==> src/rtl/shift_seq_ctrl.sv <==
// Command sequencer for a 4-bit universal shift register: runs one mode for a
// programmed number of cycles, then reports the captured register value.
module shift_seq_ctrl #(
    parameter int unsigned CNT_W = 3
) (
    input  logic                    clk,
    input  logic                    reset,
    input  logic                    cmd_valid,
    output logic                    cmd_ready,
    input  logic [1:0]              cmd_op,
    input  logic [CNT_W-1:0]        cmd_cnt,
    input  logic [3:0]              cmd_data,
    input  logic [(2**CNT_W)-1:0]   cmd_si,
    input  logic                    abort,
    output logic [1:0]              sr_m,
    output logic [3:0]              sr_d,
    output logic                    sr_si,
    input  logic [3:0]              sr_q,
    output logic                    done,
    output logic                    aborted,
    output logic [3:0]              result
);

    localparam int unsigned SiW = 2 ** CNT_W;
    localparam logic [CNT_W-1:0] IdxOne = 1;

    typedef enum logic [1:0] {
        StIdle = 2'd0,
        StRun  = 2'd1,
        StFin  = 2'd2
    } state_e;

    state_e             state_q, state_d;
    logic [1:0]         op_q, op_d;
    logic [3:0]         data_q, data_d;
    logic [SiW-1:0]     si_q, si_d;
    logic [CNT_W:0]     cnt_q, cnt_d;
    logic [CNT_W-1:0]   idx_q, idx_d;
    logic               abort_seen_q, abort_seen_d;
    logic               done_q, done_d;
    logic               aborted_q, aborted_d;
    logic [3:0]         result_q, result_d;
    logic [CNT_W-1:0]   last_idx;
    logic               last_run;

    // Low bits of cnt minus one wrap to all-ones for the full count of 2^CNT_W.
    assign last_idx = cnt_q[CNT_W-1:0] - IdxOne;
    assign last_run = (idx_q == last_idx);

    always_comb begin
        state_d      = state_q;
        op_d         = op_q;
        data_d       = data_q;
        si_d         = si_q;
        cnt_d        = cnt_q;
        idx_d        = idx_q;
        abort_seen_d = abort_seen_q;
        done_d       = 1'b0;
        aborted_d    = 1'b0;
        result_d     = result_q;
        cmd_ready    = 1'b0;
        sr_m         = 2'b00;
        sr_d         = 4'b0000;
        sr_si        = 1'b0;

        unique case (state_q)
            StIdle: begin
                cmd_ready = 1'b1;
                if (cmd_valid) begin
                    op_d         = cmd_op;
                    data_d       = cmd_data;
                    si_d         = cmd_si;
                    cnt_d        = (cmd_cnt == '0) ? {1'b1, {CNT_W{1'b0}}} : {1'b0, cmd_cnt};
                    idx_d        = '0;
                    abort_seen_d = 1'b0;
                    state_d      = StRun;
                end
            end
            StRun: begin
                sr_m  = op_q;
                sr_d  = data_q;
                sr_si = si_q[idx_q];
                if (abort || last_run) begin
                    abort_seen_d = abort;
                    state_d      = StFin;
                end else begin
                    idx_d = idx_q + IdxOne;
                end
            end
            StFin: begin
                result_d  = sr_q;
                done_d    = 1'b1;
                aborted_d = abort_seen_q;
                state_d   = StIdle;
            end
            default: begin
                state_d = StIdle;
            end
        endcase
    end

    always_ff @(posedge clk or negedge reset) begin
        if (!reset) begin
            state_q      <= StIdle;
            op_q         <= '0;
            data_q       <= '0;
            si_q         <= '0;
            cnt_q        <= '0;
            idx_q        <= '0;
            abort_seen_q <= 1'b0;
            done_q       <= 1'b0;
            aborted_q    <= 1'b0;
            result_q     <= '0;
        end else begin
            state_q      <= state_d;
            op_q         <= op_d;
            data_q       <= data_d;
            si_q         <= si_d;
            cnt_q        <= cnt_d;
            idx_q        <= idx_d;
            abort_seen_q <= abort_seen_d;
            done_q       <= done_d;
            aborted_q    <= aborted_d;
            result_q     <= result_d;
        end
    end

    assign done    = done_q;
    assign aborted = aborted_q;
    assign result  = result_q;

endmodule

==> config.mk <==
export PLATFORM = sky130hd
export DESIGN_NAME = shift_seq_ctrl
export DESIGN_NICKNAME = d
export VERILOG_FILES = /design/src/rtl/shift_seq_ctrl.sv
export SDC_FILE = /design/constraint.sdc
export NUM_CORES = 1
export LEC_CHECK = 0
export ABC_CLOCK_PERIOD_IN_PS = 2200
export BUFFER_PORTS_ARGS = -buffer_cell sky130_fd_sc_hd__buf_2
export CAP_MARGIN = 20
export CELL_PAD_IN_SITES_DETAIL_PLACEMENT = 1
export CELL_PAD_IN_SITES_GLOBAL_PLACEMENT = 1
export CORE_MARGIN = 2
export CORE_UTILIZATION = 38
export CTS_CLUSTER_SIZE = 40
export DETAILED_ROUTE_END_ITERATION = 7
export GPL_TIMING_DRIVEN = 0
export PLACE_DENSITY = 0.79
export SYNTH_ARGS = -nofsm -noshare
export SYNTH_HDL_FRONTEND = slang
export SYNTH_SLANG_ARGS = --single-unit
==> constraint.sdc <==
create_clock -name clk -period 2.2 [get_ports clk]
set_input_delay 0 -clock clk [delete_from_list [all_inputs] [get_ports clk]]
set_output_delay 0 -clock clk [all_outputs]
set_load 0.005 [all_outputs]
==> results.ini <==
[run_status]
status = completed

[cells_and_area]
fin_nets = 222
n_fill_cell = 395
final_util = 0.5529
diodes = 0
design_area_sq_um = 1831
area_growth_pct = 41.08
drive_gt1_frac = 0.2857

[sta]
period_share = 0.8359
rsz0062_at_grt = no
setup_tns_ps = 0
fin_skew_ps = 14.30
slew_violations = 0
worstMarginPinSlew_ps = 669.0
slew_headroom = 0.5540
hold_viol_final = 0
finalSetupViolations = 0
period_needed_ps = 1839
timing.fmax_mhz = 543.8

[routing]
drt_iter0_drc = 13
vias = 1118
avgViaCountPerCell = 4.620
wl_per_cell_microns = 13.98
remaining_drc_errors = 0
postRouteAntennaNets = 0
drt_wl_total_mm = 3.384
drtPass1Iterations = 5

[setup_path]
worst_setup_path_end_kind = flop
critPathKind = flop to flop
arrival_ps = 2070
critPathLaunchType = flop
cp.required_ps = 2430
cp_max_fo = 4

[pwr]
ir_drop_mv = 0.4741
power_density_nw_per_um2 = 1215
total_power_mw = 2.224
p_leak_nw = 0.9690

[logic_synthesis]
synth_common_cells = 53 x nand2_1, 29 x dfrtp_1, 8 x and2_1
synth_top_area_frac = 0.5593
yosys.area.top_type = dfrtp_1
async_reset_ff_frac = 1.000
synth.area.top_cells = dfrtp_1 56%, nand2_1 15%, and2_1 3.9%, mux2_2 3.5%, mux4_2 3.5%
ys_seq_area_frac = 0.5593
yosysMostFrequentCell = nand2_1
ys_seq_elements = 29
synth_nets = 154
synthDistinctLibCells = 20
synth_edf_count = 0
ys.flop_type = dfrtp_1
syn_inst = 127
synth_area_sq_um = 1297
synth_warnings = 0
syn_avg_cell_area_sq_um = 10.22

[floorplanning]
coreArea_sq_um = 3311
start_util = 0.3919
io_pins = 39
num_rows = 21
dieArea_sq_um = 3898
dieHeight_microns = 62.44
dieWidth_microns = 62.44

[global_route]
met1_usage = 0.2321
antenna_found_initial = 0
grt_util_met2 = 0.3602
grt-busiest-layer = met2
grt_pass1_vias = 1330
grt_usage = 0.2011
grt_pass1_wl_mm = 6.058
grt_max_degree = 30
grtUsageMet3 = 0.06126
grt-ovfl-total = 0

[cts]
cts_resized = 0
clk_pin_slew_ps = 110
clock_latency_ps = 340
root_buffer = clkbuf_4
cts_tree = yes
cts_inserted_buffers = 5
cts.path.max_buffers = 2
clkSinkCount = 29
ctsHtreeMaxLevel = 2

[place]
gp_congestion = 0.7456
dp_hpwl_mm = 2.240
portBuffers = 38
place_area_sq_um = 1545

[run]
drv_cap = 0

[min_path]
min_path_type = input port to flop

cell type report:
type                            instances  area [sq um]  area share
Sequential cell                        29         725.7      0.3964
Buffer                                  5         21.27     0.01162
Multi-Input combinational cell         89         535.5      0.2925
Timing Repair Buffer                   61         420.4      0.2297
Clock buffer                            5         37.54     0.02051
Clock inverter                          3         17.52    0.009569
Tap cell                               46         57.56     0.03144
Inverter                                4         15.01    0.008202
critical path: stages (launching register included):
cell	delay, ps
dfrtp_1	410
inv_1	80
ha_1	140
xnor3_1	420
a31oi_4	250
a21oi_2	100
a221o_1	350
cells in the final DEF (no fill, tap or decap):
cell	synthesis	layout
mux4_2	2	2
inv_1	4	4
nor2b_1	3	3
buf_2	2	40
ha_1	2	2
clkinvlp_4	0	1
clkbuf_1	3	3
a31oi_4	1	1
xnor3_1	1	1
nor2_1	3	3
mux2i_1	3	3
and2_1	8	8
nand2b_1	1	1
o21ai_0	3	3
clkbuf_4	0	5
dfrtp_1	29	29
dlygate4sd3_1	0	23
xor2_1	2	2
a221o_1	1	1
mux2_2	4	4
a21oi_2	1	1
clkinv_2	0	2
nand2_1	53	53
and4b_1	1	1
power by group:
group | total, mW | switching (mW) | leakage (nW) | internal (mW)
clock network | 0.323 | 0.203 | 0.0310 | 0.120
logic | 0.964 | 0.495 | 0.575 | 0.468
registers | 0.937 | 0.161 | 0.363 | 0.776
worst paths after layout:
path	startpoint	to	slack, ps	cells past startpoint
max	cnt_q[0]$_DFFE_PN0P_	idx_q[2]$_DFFE_PN0P_	360	6
max in group asynchronous	reset	state_q[0]$_DFFE_PN0P_	1520	2
min in group asynchronous	reset	done$_DFF_PN0_	230	2
min	cmd_valid	state_q[0]$_DFFE_PN0P_	40	4
max reg2reg	cnt_q[0]$_DFFE_PN0P_	idx_q[2]$_DFFE_PN0P_	360	6
min reg2reg	op_q[1]$_DFFE_PN0P_	op_q[1]$_DFFE_PN0P_	470	2
stage by stage:
step                instances  setup slack, ps  hold WS (ps)
detailed placement        211            364.7         71.09
CTS                       242            351.5         36.14
global route              242            279.8         72.68
floorplan                 127            472.8        -295.6
finish                    242            360.9         41.93
global placement          211            396.5         52.53
cell families (layout without fill, tap and decap cells):
logic type      count (synthesis)  count (layout)  share of synthesized area
compound gates                  6               6                    0.04243
xor+xnor                        3               3                    0.03086
fa+ha+maj                       2               2                    0.01928
buf+inv                         9              78                    0.02796
flops                          29              29                     0.5593
mux                             9               9                    0.09257
simple gates                   69              69                     0.2276
per-layer routing:
metal	vias up	share of wire
met5	-	0
met1	543	0.42
met3	4	0.046
li1	538	-
met2	33	0.53
met4	0	0.0056
sequential cells by signal, indices dropped and copies added (netlist names):
name / cells
op_q: 2
cnt_q: 3
si_q: 8
result: 4
state_q: 2
abort_seen_q: 1
aborted: 1
idx_q: 3
done: 1
data_q: 4
repair_timing:
| item | 4_1_cts | 5_1_grt |
|---|---|---|
| setup endpoints to repair | 0 | 0 |
| buffers inserted | 0 | 0 |
| hold endpoints to repair | 51 | 0 |
| hold buffers | 23 | 0 |
Note: power is estimated with default switching activity, not from simulation.
